==> src/rtl/mempipe_ctl_pkg.sv <==
// mempipe_ctl_pkg: shared memory-pipe types and sizing constants.
//   t_mempipe_arb    : request packet carried down mm1..mm5
//   t_nuke_pkt       : pipeline nuke broadcast (only .valid used by the pipe)
//   t_mempipe_action : {complete, recycle} verdict reported at mm5
package mempipe_ctl_pkg;

    localparam int MEMPIPE_NUM_REQS   = 2;
    localparam int MEMPIPE_NUM_STAGES = 5;

    typedef struct packed {
        logic [1:0]  src;
        logic        is_store;
        logic [11:0] index;
        logic [7:0]  id;
    } t_mempipe_arb;

    typedef struct packed {
        logic       valid;
        logic [5:0] rob_id;
    } t_nuke_pkt;

    typedef struct packed {
        logic complete;
        logic recycle;
    } t_mempipe_action;

endpackage

==> src/rtl/mempipe_ctl_rr_arb.sv <==
// mempipe_rr_arb: N-way round-robin one-hot select with rotating priority pointer.
//   clk, reset : clock, async active-high reset (pointer -> 0)
//   i_req      : per-requestor request
//   i_block    : suppress every grant this cycle (pointer holds)
//   o_gnt      : one-hot or zero grant
//   o_ptr      : current highest-priority requestor
module mempipe_rr_arb #(
    parameter int N  = 2,
    parameter int PW = (N > 1) ? $clog2(N) : 1
) (
    input  logic          clk,
    input  logic          reset,
    input  logic [N-1:0]  i_req,
    input  logic          i_block,
    output logic [N-1:0]  o_gnt,
    output logic [PW-1:0] o_ptr
);

    logic [PW-1:0] r_ptr;
    logic [PW-1:0] w_nxt;
    logic [PW-1:0] w_idx;
    logic          w_found;

    // Scan from r_ptr upward (wrapping); first requester wins and the pointer
    // moves just past it so it becomes lowest priority next time.
    always_comb begin
        o_gnt   = '0;
        w_nxt   = r_ptr;
        w_found = 1'b0;
        w_idx   = '0;
        for (int i = 0; i < N; i++) begin
            w_idx = PW'((int'(r_ptr) + i) % N);
            if (!w_found && !i_block && i_req[w_idx]) begin
                o_gnt[w_idx] = 1'b1;
                w_nxt        = PW'((int'(w_idx) + 1) % N);
                w_found      = 1'b1;
            end
        end
    end

    always_ff @(posedge clk or posedge reset) begin
        if (reset) r_ptr <= '0;
        else       r_ptr <= w_nxt;
    end

    assign o_ptr = r_ptr;

endmodule

==> src/rtl/mempipe_ctl.sv <==
// mempipe_ctl: memory-pipe responder; arbitrates mm0 requests and carries the
// granted packet down a stall-free 5-stage pipe, reporting the verdict at mm5.
//   clk, reset        : clock, async active-high reset
//   nuke_rb1          : pipeline nuke (.valid kills all in-flight ops)
//   req_mm0/req_pkt   : per-requestor request and packet (0 = loadq, 1 = storeq)
//   gnt_mm0           : one-hot grant, same cycle as the request
//   arb_block_mm0     : suppress all grants this cycle
//   lookup_*_mm2      : tag-lookup view of the op in mm2
//   dc_hit_mm3        : tag hit for the op in mm3
//   pipe_*_mm5        : completion broadcast of the op in mm5
module mempipe_ctl
    import mempipe_ctl_pkg::*;
#(
    parameter int NUM_REQS = MEMPIPE_NUM_REQS
) (
    input  logic                clk,
    input  logic                reset,
    input  t_nuke_pkt           nuke_rb1,
    input  logic [NUM_REQS-1:0] req_mm0,
    input  t_mempipe_arb        req_pkt_mm0 [NUM_REQS],
    output logic [NUM_REQS-1:0] gnt_mm0,
    input  logic                arb_block_mm0,
    output logic                lookup_valid_mm2,
    output t_mempipe_arb        lookup_pkt_mm2,
    input  logic                dc_hit_mm3,
    output logic                pipe_valid_mm5,
    output t_mempipe_arb        pipe_req_pkt_mm5,
    output t_mempipe_action     pipe_action_mm5
);

    localparam int NS = MEMPIPE_NUM_STAGES;
    localparam int PW = (NUM_REQS > 1) ? $clog2(NUM_REQS) : 1;

    logic [NS:1]   r_valid;
    t_mempipe_arb  r_pkt [1:NS];
    logic          r_hit_mm4;
    logic          r_hit_mm5;
    t_mempipe_arb  w_gnt_pkt;
    logic          w_block;
    logic [PW-1:0] w_rr_ptr;
    logic          w_unused;

    // Reset is folded in so gnt_mm0 reads zero while reset is held.
    assign w_block = arb_block_mm0 | nuke_rb1.valid | reset;

    mempipe_rr_arb #(.N(NUM_REQS), .PW(PW)) u_arb (
        .clk     (clk),
        .reset   (reset),
        .i_req   (req_mm0),
        .i_block (w_block),
        .o_gnt   (gnt_mm0),
        .o_ptr   (w_rr_ptr)
    );

    always_comb begin
        w_gnt_pkt = '0;
        for (int k = 0; k < NUM_REQS; k++) begin
            if (gnt_mm0[k]) w_gnt_pkt = req_pkt_mm0[k];
        end
    end

    always_ff @(posedge clk or posedge reset) begin
        if (reset) begin
            r_valid   <= '0;
            r_pkt     <= '{default: '0};
            r_hit_mm4 <= 1'b0;
            r_hit_mm5 <= 1'b0;
        end else begin
            r_valid  <= nuke_rb1.valid ? '0 : {r_valid[NS-1:1], |gnt_mm0};
            r_pkt[1] <= w_gnt_pkt;
            for (int s = 2; s <= NS; s++) r_pkt[s] <= r_pkt[s-1];
            if (r_valid[3]) r_hit_mm4 <= dc_hit_mm3;
            r_hit_mm5 <= r_hit_mm4;
        end
    end

    assign lookup_valid_mm2 = r_valid[2] & ~nuke_rb1.valid;
    assign lookup_pkt_mm2   = r_pkt[2];
    assign pipe_valid_mm5   = r_valid[NS] & ~nuke_rb1.valid;
    assign pipe_req_pkt_mm5 = r_pkt[NS];
    assign pipe_action_mm5  = '{complete: r_hit_mm5, recycle: ~r_hit_mm5};

    assign w_unused = ^{nuke_rb1.rob_id, w_rr_ptr};

endmodule

==> config.mk <==
export PLATFORM = sky130hd
export DESIGN_NAME = mempipe_ctl
export DESIGN_NICKNAME = d
export VERILOG_FILES = /design/src/rtl/mempipe_ctl_pkg.sv /design/src/rtl/mempipe_ctl_rr_arb.sv /design/src/rtl/mempipe_ctl.sv
export SDC_FILE = /design/constraint.sdc
export NUM_CORES = 1
export LEC_CHECK = 0
export ABC_AREA = 1
export CAP_MARGIN = 20
export CORE_MARGIN = 3
export CORE_UTILIZATION = 47
export CTS_CLUSTER_SIZE = 14
export DETAILED_ROUTE_END_ITERATION = 7
export PLACE_DENSITY = 0.88
export SYNTH_ARGS = -nofsm -noshare
export SYNTH_HDL_FRONTEND = slang
export SYNTH_HIERARCHICAL = 1
export SYNTH_SLANG_ARGS = --single-unit
export TNS_END_PERCENT = 20
==> constraint.sdc <==
create_clock -name clk -period 5.23 [get_ports clk]
set_input_delay 0.7845 -clock clk [delete_from_list [all_inputs] [get_ports clk]]
set_output_delay 0.7845 -clock clk [all_outputs]
set_load 0.01 [all_outputs]
Yosys cells after proc, flatten, opt, wreduce, memory -nomap -nowiden
Index checks and enable logic that the tools add are counted.
{"block": "word_totals", "mem_bits_rw": 0, "mem_bits_ro": 0, "input_bits": 59, "word_cells": 62, "n_memories": 0, "out_inout_bits": 52, "ff_bits": 123, "latch_bits": 0}
{"block": "op_classes", "mul": 0, "n_lt_le_gt_ge": 4, "n_bitwise": 7, "reduce_logical": 9, "n_div": 0, "addsub": 2, "n_shift": 0, "n_mux": 16, "eq_ne": 0}
{"op": "23-bit 2-to-1 mux", "count": 2}
{"op": "1-bit 2-to-1 mux", "count": 9}
{"op": "1-bit logical AND", "count": 5}
{"op": "5-bit 2-to-1 mux", "count": 1}
{"op": "1-bit by 2-bit less-than comparator with 1-bit output (second input constant)", "count": 2}
{"op": "2-bit 2-to-1 mux", "count": 2}
{"op": "1-bit adder (second input constant)", "count": 2}
{"op": "1-bit AND", "count": 2}
{"op": "1-bit demux with 1-bit select", "count": 2}
{"op": "1-bit >= comparator (second input constant)", "count": 2}
{"op": "1-bit logical NOT", "count": 2}
{"op": "1-bit NOT", "count": 2}
{"op": "1-bit OR", "count": 2}
{"op": "2-bit OR", "count": 1}
{"op": "2-bit nonzero test", "count": 1}
{"op": "2-bit OR reduction", "count": 1}

Longest topological paths before layout
Gate-level depths: netlist of run 1.
{"block": "logic_depth", "ltp_word": 11, "mapped_depth": 10, "ltp_nobuf": 8}

By module
The synthesis of run 1 kept the hierarchy.
{"mod": "mempipe_ctl", "area_per_inst_um2": 3848.7, "seq_area_each_um2": 3052.9, "instances": 1, "cells_per_inst": 265}
{"mod": "mempipe_rr_arb", "area_per_inst_um2": 78.8, "seq_area_each_um2": 25.0, "instances": 1, "cells_per_inst": 15}

Worst setup path after synthesis of run 1
No wires, ideal clock.
{"block": "synth_timing", "path_kind": "input -> output", "startpoint": "in reset", "endpoint": "out gnt_mm0[0]", "cell_stages": 5, "arrival_ps": 4108, "t_required_ps": 4445, "slack_ps": 337, "cell_sequence": "inv_1 > nand2_1 > inv_1 > nand2_1 > nor2_1"}
{"block": "synth_between", "elab_chain_cells": 8, "elab_cells_between_ends": 10, "classes_between": "3 x mux; 2 x bitwise; 5 x reduce/logical"}
{"element": "start, declared", "line_no": "mempipe_ctl.sv:17", "source": "input logic reset,"}
{"element": "1-bit OR (*)", "line_no": "mempipe_ctl.sv:44", "source": "assign w_block = arb_block_mm0 | nuke_rb1.valid | reset;"}
{"element": "net w_block", "line_no": "mempipe_ctl.sv:39", "source": "logic w_block;"}
{"element": "1-bit logical NOT (*)", "line_no": "mempipe_ctl_rr_arb.sv:33", "source": "if (!w_found && !i_block && i_req[w_idx]) begin"}
{"element": "1-bit logical AND", "line_no": "mempipe_ctl_rr_arb.sv:33"}
{"element": "1-bit 2-to-1 mux", "line_no": "mempipe_ctl_rr_arb.sv:33"}
{"element": "1-bit logical NOT", "line_no": "mempipe_ctl_rr_arb.sv:33"}
{"element": "1-bit logical AND (2 in a row)", "line_no": "mempipe_ctl_rr_arb.sv:33"}
{"element": "2-bit 2-to-1 mux (*)", "line_no": "mempipe_ctl_rr_arb.sv:33"}
{"element": "end, declared", "line_no": "mempipe_ctl.sv:21", "source": "output logic [NUM_REQS-1:0] gnt_mm0,"}
Mark *: on every way through the listed nets, which the timed path passes. The rest lies on a longest branch.

Final worst setup path of run 1
{"block": "layout_timing", "startpoint": "in reset", "endpoint": "out gnt_mm0[1]"}
Same word-level chain as after synthesis.

==> PnR_summary.wiki, run 1 <==
{| class="wikitable"
! Metric !! Value
|-
| Largest area contributor in the synthesized netlist || dfrtp_1
|-
| Category of the most critical setup path || input port to primary output
|-
| Routed wire length || 6.753 mm
|-
| Worst clock skew on the final layout || 0.008393 ns
|-
| Count of boundary I/O pins || 111
|-
| Clock transition at the register clock pins on the worst setup and hold paths after CTS || 0.06 ns
|-
| CP Data Arrival Time || 2.71 ns
|-
| Share of the synthesized area in the top cell type || 78.37%
|-
| Number of endpoints failing setup at the final stage || 0
|-
| Final hold violation count || 0
|-
| Number of violations reported at the end of detailed-routing iteration 0 || 72
|-
| Nets in the synthesized netlist || 339
|-
| Pins Over Slew Limit || 0
|-
| Vias in the first global route || 2229
|-
| Die Wd || 97.42 µm
|-
| First-pass GRT wire length || 11.13 mm
|-
| RSZ-0062 raised after global routing || no
|-
| Count of buffers added by post-CTS timing repair for setup || 0
|-
| Core utilization of the finished layout || 66.04%
|-
| Share of synthesized registers carrying an async set or reset || 100.0%
|-
| Pin slew with the least headroom to its limit || 0.8384 ns
|-
| CTS buffer count || 17
|-
| VDD IR-drop max || 0.0002700 V
|-
| Required time worst endpoint || 4.45 ns
|-
| Clock tree from TritonCTS || done
|-
| Ys flop type || dfrtp_1
|-
| Root buffer cell || clkbuf_8
|-
| Flip-flop and latch count after synthesis || 123
|-
| Core Rows || 32
|-
| Post-detailed-route count of antenna-violating nets || 0
|-
| Share of cells above drive strength 1 || 10.14%
|-
| Final nets || 411
|-
| Hold Slack || 0.3420 ns
|-
| Port buffer count || 104
|-
| Clk buf depth || 2
|-
| Power density over the cells || 408.6 nW/µm²
|-
| Cell area after synthesis || 3928 µm²
|-
| Clk sinks || 123
|-
| Number of gates given a new drive strength after cts || 0
|-
| Dominant cells by area after synthesis || dfrtp_1 78%, buf_4 9.0%, nand2_1 5.3%
|-
| Drc violations || 0
|-
| Smallest setup slack after layout || 1.732 ns
|-
| Final period utilization || 66.88%
|-
| Post-CTS Hold Buffers || 0
|-
| First-pass iteration count of the detailed router || 4
|-
| Largest fanout on the critical path || 52
|-
| Average wire per cell in the routed design || 14.46 µm
|-
| Number of flops mapped to enable cells by yosys || 0
|-
| Total non-filler cell area in the finished layout || 5235 µm²
|-
| Later-pin clock latency in the skew report || 0.49 ns
|-
| Floorplan die area || 9490 µm²
|-
| Most repeated cell in the gate-level netlist after synthesis || dfrtp_1
|-
| Normalized max-slew margin || 44.11%
|-
| Top cells by instance count after synthesis || 123 x dfrtp_1, 55 x nand2_1, 47 x buf_4
|-
| Growth of design area from synthesis to finish || 33.29%
|-
| HPWL reported at the end of detailed placement || 4.341 mm
|-
| Worst Hold Class || flip-flop to flip-flop
|-
| Type of destination of the critical path || primary output
|-
| Sequential-to-total area share from yosys stat || 78.37%
|-
| Via count of the routed design || 2048
|-
| Avg Cell Area, Syn || 14.03 µm²
|-
| Pre-CTS worst setup slack || 1.703 ns
|-
| Yosys warning count || 6
|-
| Count of cell types in the netlist || 11
|-
| Max Freq || 285.9 MHz
|-
| Total global routing track utilization || 15.55%
|-
| Antenna violations before repair || 0
|-
| Post-Route Setup TNS || 0 ns
|-
| Diodes inserted || 0
|-
| Area of the placeable core || 7928 µm²
|-
| Final weighted congestion of routability-driven global placement || 0.7930
|-
| Max-Cap Viols || 0
|-
| Element type at the critical path start || input port
|-
| Effective utilization at floorplan || 49.54%
|-
| Outcome || finished clean
|-
| Largest net degree at the start of global routing || 73
|-
| Number of cells produced by synthesis || 280
|-
| Final critical delay including setup and external delays || 3.498 ns
|-
| Grt total ovfl || 0
|-
| Average vias per placed instance || 4.385
|-
| Die Y-Extent || 97.42 µm
|-
| Number of H-tree levels || 4
|-
| Placement-stage cell area || 4698 µm²
|-
| Leakage power || 2.618 nW
|}
## critical path, stage by stage
cell	delay (ns)
clkdlybuf4s50_1	0.46
inv_4	0.46
nand2_1	0.12
inv_1	0.11
nand2_1	0.08
nor2_2	0.13
clkdlybuf4s50_1	0.55
## cell usage in the layout, fill, tap and decap left out
| master | count |
|---|---|
| buf_4 | 3 |
| bufinv_16 | 1 |
| clkbuf_1 | 3 |
| clkbuf_16 | 16 |
| clkbuf_8 | 2 |
| clkdlybuf4s50_1 | 104 |
| clkinv_2 | 4 |
| clkinv_4 | 2 |
| clkinvlp_4 | 4 |
| dfrtp_1 | 123 |
| inv_1 | 11 |
| inv_2 | 1 |
| inv_4 | 1 |
| nand2_1 | 55 |
| nand3_1 | 23 |
| nand3_2 | 1 |
| nor2_1 | 9 |
| nor2_2 | 2 |
## metrics by stage
stage,cells,power [mW]
final,467,2.139
after floorplan,280,1.065
after global routing,467,2.220
after CTS,467,2.166
after detailed placement,435,1.130
after global placement,435,1.124
## area by class of cell
| class | count | area [µm²] |
|---|---|---|
| clock buffer | 21 | 439.2 |
| multi-input combinational | 90 | 377.9 |
| inverter | 13 | 51.30 |
| clock inverter | 11 | 97.59 |
| fill | 590 | 2693 |
| timing repair buffer | 107 | 1064 |
| tap | 102 | 127.6 |
| sequential | 123 | 3078 |
## worst paths after layout
check                            start                  to  slack [ns]  depth (start not counted)
min in group asynchronous        reset         u_arb/o_ptr        0.51                          2
min reg2reg                 r_pkt[111]  lookup_pkt_mm2[19]        0.34                          0
min                         r_pkt[111]  lookup_pkt_mm2[19]        0.34                          0
max reg2reg                u_arb/o_ptr          r_pkt[108]        3.76                          6
max                              reset          gnt_mm0[1]        1.73                          7
max in group asynchronous        reset   lookup_pkt_mm2[9]        3.20                          3
## power by group
group          internal [mW]  switching, mW
Sequential             0.984         0.0126
Clock                  0.639          0.388
Combinational         0.0649         0.0503
## kinds of logic after synthesis
kind of cell           count (synthesis)  share of synthesized area (%)
buffers and inverters                 67                          12.14
DFF                                  123                          78.37
and+or+nand+nor                       90                          9.494
## layer usage
layer,wire (µm),vias to the layer above,share of wire [%],track usage (%)
met2,3604,71,53,26.20
met4,116,0,1.7,6.816
met3,346,9,5.1,5.671
met1,2685,1006,40,17.83
met5,0,-,0,0
li1,-,962,-,-
## registers in the layout (all words and copies together) (netlist names)
signal and cells:
r_hit_mm5 1, r_hit_mm4 1, r_pkt 69, pipe_req_pkt_mm5 23
r_valid 5, u_arb/o_ptr 1, lookup_pkt_mm2 23
No activity file was read; power rests on OpenSTA's default activity.
==> run 2: changes to the inputs <==
--- a/config.mk
+++ b/config.mk
@@ -8,10 +8,10 @@
 export ABC_AREA = 1
 export CAP_MARGIN = 20
 export CORE_MARGIN = 3
-export CORE_UTILIZATION = 47
+export CORE_UTILIZATION = 42
 export CTS_CLUSTER_SIZE = 14
 export DETAILED_ROUTE_END_ITERATION = 7
-export PLACE_DENSITY = 0.88
+export PLACE_DENSITY = 0.83
 export SYNTH_ARGS = -nofsm -noshare
 export SYNTH_HDL_FRONTEND = slang
 export SYNTH_HIERARCHICAL = 1
==> constraint.sdc (replaced) <==
create_clock -name clk -period 3 [get_ports clk]
set_input_delay 0.45 -clock clk [delete_from_list [all_inputs] [get_ports clk]]
set_output_delay 0.45 -clock clk [all_outputs]
set_load 0.01 [all_outputs]
==> run 2 against run 1 <==
Net effect: core utilization shrank 6.1 points; highest routed layer unchanged; sequential share of layout area shrank 0.99 points; register-to-register slack lost 2.1 ns; sequential power grew 75%; wire length grew 2.3%; combinational power grew 76%; global-route usage shrank 1.6 points; via count shrank 0.39%; non-clock buffer count grew 1.
==> PnR_summary.wiki, run 2 (synthesis gave the netlist of run 1 again) <==
{| class="wikitable"
! Metric !! Value
|-
| Largest fanout on the critical path || 7 (-87%)
|-
| Core utilization of the finished layout || 59.89% (-6.1 points)
|-
| Grt total ovfl || 0 (unchanged)
|-
| Count of boundary I/O pins || 111 (unchanged)
|-
| Post-CTS Hold Buffers || 0 (unchanged)
|-
| Final nets || 412 (+0.24%)
|-
| Outcome || finished clean
|-
| Placed Instances || 442 (+1.6%)
|-
| RSZ-0062 raised after global routing || no
|-
| Antenna violations before repair || 0 (unchanged)
|-
| Startpoint of the worst setup timing path || nuke_rb1[6]
|-
| Pins Over Slew Limit || 0 (unchanged)
|-
| Clk sinks || 123 (unchanged)
|-
| Final critical delay including setup and external delays || 2.492 ns
|-
| Required time worst endpoint || 2.55 ns (-1.90 ns)
|-
| CTS buffer count || 17 (unchanged)
|-
| R2R Setup Slk || 1.63 ns (-2.13 ns)
|-
| Die Wd || 102.7 µm (+5.4%)
|-
| VDD IR-drop max || 0.0003310 V (+23%)
|-
| Clock tree from TritonCTS || done
|-
| Later-pin clock latency in the skew report || 0.50 ns (about the same)
|-
| Pre-CTS worst setup slack || 0.5071 ns (-1.196 ns)
|-
| First-pass GRT wire length || 10.76 mm (-3.3%)
|-
| First-pass iteration count of the detailed router || 4 (unchanged)
|-
| Root buffer cell || clkbuf_8
|-
| Largest register by flop count || r_pkt
|-
| Clock transition at the register clock pins on the worst setup and hold paths after CTS || 0.06 ns (about the same)
|-
| HPWL reported at the end of detailed placement || 4.627 mm (+6.6%)
|-
| Via count of the routed design || 2040 (-0.39%)
|-
| Most common cell after layout, fill and taps aside || dfrtp_1
|-
| Effective utilization at floorplan || 44.17% (-5.4 points)
|-
| Average vias per placed instance || 4.304 (-1.9%)
|-
| Number of H-tree levels || 4 (unchanged)
|-
| Capture instance of the worst register-to-register path || r_pkt[103]
|-
| Vias in the first global route || 2230 (+0.045%)
|-
| Growth of design area from synthesis to finish || 35.58%
|-
| CP Data Arrival Time || 2.04 ns (-0.67 ns)
|-
| Fin cells || 474 (+1.5%)
|-
| Number of gates given a new drive strength after cts || 0 (unchanged)
|-
| Clk buf depth || 2 (unchanged)
|-
| Total global routing track utilization || 13.98% (-1.6 points)
|-
| Flip-flop count of the largest register after layout || 69 (unchanged)
|-
| Die Y-Extent || 102.7 µm (+5.4%)
|-
| Diodes inserted || 0 (unchanged)
|-
| Smallest setup slack after layout || 0.5078 ns (-1.224 ns)
|-
| Placement-stage cell area || 4717 µm² (+0.40%)
|-
| Number of endpoints failing setup at the final stage || 0 (unchanged)
|-
| Max Freq || 401.3 MHz
|-
| Final period utilization || 83.07%
|-
| Depth of the worst register-to-register path || 6 (unchanged)
|-
| Largest net degree at the start of global routing || 66 (-9.6%)
|-
| Worst clock skew on the final layout || 0.01118 ns (+0.002786 ns)
|-
| Post-layout power || 3.966 mW (+85%)
|-
| Category of the most critical setup path || input port to primary output
|-
| Drc violations || 0 (unchanged)
|-
| Worst Hold Class || input port to async pin
|-
| Final hold violation count || 0 (unchanged)
|-
| Leakage power || 2.652 nW (+1.3%)
|-
| Average wire per cell in the routed design || 14.57 µm (+0.77%)
|-
| Total non-filler cell area in the finished layout || 5325 µm² (+1.7%)
|-
| Power density over the cells || 744.7 nW/µm² (+82%)
|-
| Port buffer count || 104 (unchanged)
|-
| Area of the placeable core || 8891 µm² (+12%)
|-
| Share of cells above drive strength 1 || 10.93% (+0.79 points)
|-
| Pin slew with the least headroom to its limit || 0.7516 ns (-0.08678 ns)
|-
| Final weighted congestion of routability-driven global placement || 0.7324 (-7.6%)
|-
| Type of destination of the critical path || primary output
|-
| Post-detailed-route count of antenna-violating nets || 0 (unchanged)
|-
| CP endpoint || gnt_mm0[1]
|-
| Routed wire length || 6.907 mm (+2.3%)
|-
| Floorplan die area || 10550 µm² (+11%)
|-
| Count of buffers added by post-CTS timing repair for setup || 0 (unchanged)
|-
| Element type at the critical path start || input port
|-
| Leading cell types in the layout, fill and taps excluded || 123 x dfrtp_1, 104 x clkdlybuf4s50_1, 55 x nand2_1
|-
| Max-Cap Viols || 0 (unchanged)
|-
| Launch instance of the worst register-to-register path || u_arb/o_ptr
|-
| Normalized max-slew margin || 49.89% (+5.8 points)
|-
| Number of violations reported at the end of detailed-routing iteration 0 || 70 (-2.8%)
|-
| Core Rows || 34 (+6.3%)
|}
[run 2: cell count changes in the layout (fill, tap and decap cells not counted), sizes merged]
cell,change
clkinvlp,+1
bufinv,+2
clkbuf,-1
buf,+1
inv,+1
clkinv,-3
[run 2: worst max-delay path: stages]
cell	delay [ns]
clkdlybuf4s50_1	0.51
nor2_1	0.15
nand2_1	0.06
inv_1	0.08
nand2_1	0.09
nor2_2	0.14
clkdlybuf4s50_1	0.56
[run 2: per-stage QoR]
step | hold WS, ns | setup TNS (ns)
2_1_floorplan | 0.1787 | -1.502
3_3_place_gp | 0.3313 | 0
3_5_place_dp | 0.3347 | 0
4_1_cts | 0.1517 | 0
5_1_grt | 0.1551 | 0
6_report | 0.1809 | 0
[run 2: final cells by class]
| type | count | area [µm²] |
|---|---|---|
| Fill cell | 681 | 3566 |
| Multi-Input combinational cell | 90 | 377.9 |
| Inverter | 13 | 55.05 |
| Sequential cell | 123 | 3078 |
| Clock inverter | 12 | 162.7 |
| Tap cell | 108 | 135.1 |
| Clock buffer | 20 | 445.4 |
| Timing Repair Buffer | 108 | 1071 |
[run 2: worst min-delay path by stage]
stage | from | to | slack, ns | cells past startpoint
2_1_floorplan | reset | u_arb/o_ptr | 0.18 | 1
3_3_place_gp | r_pkt[34] | pipe_req_pkt_mm5[11] | 0.33 | 0
3_5_place_dp | r_pkt[110] | lookup_pkt_mm2[18] | 0.33 | 0
4_1_cts | reset | u_arb/o_ptr | 0.15 | 2
5_1_grt | reset | u_arb/o_ptr | 0.16 | 2
6_report | reset | u_arb/o_ptr | 0.18 | 2
[run 2: power by group]
| part | internal [mW] | leakage, nW | switching (mW) | total (mW) |
|---|---|---|---|---|
| clock network | 1.32 | 0.286 | 0.709 | 2.03 |
| logic | 0.114 | 0.677 | 0.0880 | 0.202 |
| registers | 1.72 | 1.69 | 0.0222 | 1.74 |
| total | 3.15 | 2.65 | 0.819 | 3.97 |
[run 2: metal layers]
metal  vias up  part of all wire (%)  global-route usage (%)
met5         -                     0                       0
met4         0                   1.5                   6.155
met3        10                   4.7                   5.480
met2        72                    53                   23.14
met1       997                    40                   16.15
li1        961                     -                       -
==> run 3: changes to the inputs <==
--- a/config.mk
+++ b/config.mk
@@ -8,10 +8,10 @@
 export ABC_AREA = 1
 export CAP_MARGIN = 20
 export CORE_MARGIN = 3
-export CORE_UTILIZATION = 42
+export CORE_UTILIZATION = 47
 export CTS_CLUSTER_SIZE = 14
 export DETAILED_ROUTE_END_ITERATION = 7
-export PLACE_DENSITY = 0.83
+export PLACE_DENSITY = 0.88
 export SYNTH_ARGS = -nofsm -noshare
 export SYNTH_HDL_FRONTEND = slang
 export SYNTH_HIERARCHICAL = 1
==> constraint.sdc (replaced) <==
create_clock -name clk -period 2.5 [get_ports clk]
set_input_delay 0.375 -clock clk [delete_from_list [all_inputs] [get_ports clk]]
set_output_delay 0.375 -clock clk [all_outputs]
set_load 0.01 [all_outputs]
==> run 3 against run 2 <==
Net effect: via count grew 2.4%; setup slack got worse by 0.26 ns; critical endpoint unchanged; total power increased by 15%; first-iteration DRC count rose by 110%; flip-flop and latch count is the same; clock skew up 0.00084 ns; register-to-register slack lost 0.49 ns; die area down 10%; design area decreased by 1.0%; global-route usage grew 1.9 points; highest routed layer unchanged.
==> PnR_summary.wiki, run 3 (synthesis gave the netlist of run 1 again) <==
{| class="wikitable"
! Metric !! Value
|-
| Outcome || finished clean
|-
| Share of cells above drive strength 1 || 10.93% (unchanged)
|-
| Normalized max-slew margin || 60.73% (+11 points)
|-
| Final hold violation count || 0 (unchanged)
|-
| Clk sinks || 123 (unchanged)
|-
| Pre-CTS worst setup slack || 0.2544 ns (-0.2527 ns)
|-
| Flop pwr share || 45.9% (+2.1 points)
|-
| Number of violations reported at the end of detailed-routing iteration 0 || 145 (+110%)
|-
| Final critical delay including setup and external delays || 2.252 ns
|-
| Smallest setup slack after layout || 0.2482 ns (-0.2596 ns)
|-
| Max-Cap Viols || 0 (unchanged)
|-
| Pins Over Slew Limit || 0 (unchanged)
|-
| Clk buf depth || 2 (unchanged)
|-
| RSZ-0062 raised after global routing || no
|-
| Leading cell types in the layout, fill and taps excluded || 123 x dfrtp_1, 104 x clkdlybuf4s50_1, 55 x nand2_1
|-
| Port buffer count || 104 (unchanged)
|-
| Count of boundary I/O pins || 111 (unchanged)
|-
| Effective utilization at floorplan || 49.54% (+5.4 points)
|-
| Combinational share of power || 5.4% (+0.3 points)
|-
| Leakage power || 2.627 nW (-0.92%)
|-
| Antenna violations before repair || 0 (unchanged)
|-
| Flip-flop count of the largest register after layout || 69 (unchanged)
|-
| Total global routing track utilization || 15.84% (+1.9 points)
|-
| Clock network fraction of design power || 48.7% (-2.4 points)
|-
| Internal || 3.543 mW (+13%)
|-
| Die Y-Extent || 97.42 µm (-5.1%)
|-
| Post-CTS Hold Buffers || 0 (unchanged)
|-
| Largest register by flop count || r_pkt
|-
| Pin slew with the least headroom to its limit || 0.5891 ns (-0.1625 ns)
|-
| Max Freq || 444.1 MHz
|-
| Final weighted congestion of routability-driven global placement || 0.8016 (+9.4%)
|-
| Final nets || 412 (unchanged)
|-
| Number of H-tree levels || 4 (unchanged)
|-
| Post-layout power || 4.547 mW (+15%)
|-
| Worst clock skew on the final layout || 0.01202 ns (+0.0008396 ns)
|-
| First-pass iteration count of the detailed router || 4 (unchanged)
|-
| Diodes inserted || 0 (unchanged)
|-
| Required time worst endpoint || 2.12 ns (-0.43 ns)
|-
| Drc violations || 0 (unchanged)
|-
| Grt total ovfl || 0 (unchanged)
|-
| Cell chain of the critical path || clkdlybuf4s50_1 -> clkinvlp_4 -> nand2_1 -> inv_1 -> nand2_1 -> nor2_2 -> clkdlybuf4s50_1
|-
| Largest net degree at the start of global routing || 123 (+86%)
|-
| CTS buffer count || 17 (unchanged)
|-
| Element type at the critical path start || input port
|-
| Average vias per placed instance || 4.462 (+3.7%)
|-
| Fill count || 567 (-17%)
|-
| Die Wd || 97.42 µm (-5.1%)
|-
| Later-pin clock latency in the skew report || 0.49 ns (about the same)
|-
| VDD IR-drop max || 0.0006061 V (+83%)
|-
| Count of buffers added by post-CTS timing repair for setup || 0 (unchanged)
|-
| Most common cell after layout, fill and taps aside || dfrtp_1
|-
| Largest fanout on the critical path || 3 (-4)
|-
| Switching Power || 1.004 mW (+23%)
|-
| HPWL reported at the end of detailed placement || 4.531 mm (-2.1%)
|-
| Type of destination of the critical path || primary output
|-
| Post-detailed-route count of antenna-violating nets || 0 (unchanged)
|-
| Vias in the first global route || 2275 (+2.0%)
|-
| Core Rows || 32 (-5.9%)
|-
| Clock tree from TritonCTS || done
|-
| Number of gates given a new drive strength after cts || 0 (unchanged)
|-
| Worst Hold Class || input port to async pin
|-
| Final period utilization || 90.07%
|-
| Power density over the cells || 862.6 nW/µm² (+16%)
|-
| Switching Share || 22.09% (+1.4 points)
|-
| CP Data Arrival Time || 1.88 ns (-0.16 ns)
|-
| Number of endpoints failing setup at the final stage || 0 (unchanged)
|-
| Clock transition at the register clock pins on the worst setup and hold paths after CTS || 0.06 ns (about the same)
|-
| Cell at the slowest stage of the critical path || clkdlybuf4s50_1
|-
| Root buffer cell || clkbuf_8
|-
| Category of the most critical setup path || input port to primary output
|-
| Growth of design area from synthesis to finish || 34.21%
|-
| First-pass GRT wire length || 11.33 mm (+5.2%)
|-
| Via count of the routed design || 2088 (+2.4%)
|-
| Average wire per cell in the routed design || 14.99 µm (+2.8%)
|-
| Floorplan die area || 9490 µm² (-10%)
|-
| Routed wire length || 7.013 mm (+1.5%)
|-
| Max incr delay on CP || 0.54 ns (-0.02 ns)
|-
| Area of the placeable core || 7928 µm² (-11%)
|}
## run 3: layer usage
metal	vias to the layer above	global-route usage, %	wire [µm]
met3	7	4.666	343
li1	962	-	-
met1	1051	17.94	2719
met4	0	8.307	89
met5	-	0	0
met2	68	27.04	3860
## run 3: layout make-up
class	count	area [µm²]	share of cell area (%)
Sequential cell	123	3078	58.39
Timing Repair Buffer	108	1084	20.56
Clock buffer	19	431.7	8.189
Multi-Input combinational cell	90	377.9	7.168
Tap cell	102	127.6	2.421
Clock inverter	13	117.6	2.231
Inverter	13	55.05	1.044
## run 3: critical path: cells and delay by family
kind / cells / cell delay, ns
buf+inv: 4 / 1.21
simple gates: 3 / 0.28
## run 3: path summary, 6_finish.rpt
path / end / startpoint / cells after the start / slack (ns)
max in group asynchronous: lookup_pkt_mm2[21] / reset / 3 / 1.60
min in group clk: lookup_pkt_mm2[17] / r_pkt[109] / 0 / 0.33
hold / removal: u_arb/o_ptr / reset / 2 / 0.12
setup / recovery: gnt_mm0[1] / reset / 7 / 0.25
setup reg to reg: r_pkt[110] / u_arb/o_ptr / 6 / 1.14
hold reg to reg: lookup_pkt_mm2[17] / r_pkt[109] / 0 / 0.33
## run 3: power by group through the flow
stage | combinational [mW] | sequential (mW) | clock, mW
after detailed placement | 0.251 | 2.12 | 0
after global placement | 0.241 | 2.11 | 0
final | 0.246 | 2.09 | 2.22
after floorplan | 0.120 | 2.11 | 0
after global routing | 0.268 | 2.09 | 2.36
after CTS | 0.252 | 2.09 | 2.26
## run 3: stage by stage
stage	hold slack, ns	cell area [µm²]	cells	util (%)	setup TNS (ns)
floorplan	0.1037	3941	280	-	-12.34
detailed placement	0.3347	4722	436	59.56	0
CTS	0.08475	5271	468	66.49	0
global route	0.1337	5271	468	66.49	0
finish	0.1163	5271	468	66.49	0
global placement	0.3314	4722	436	59.56	0
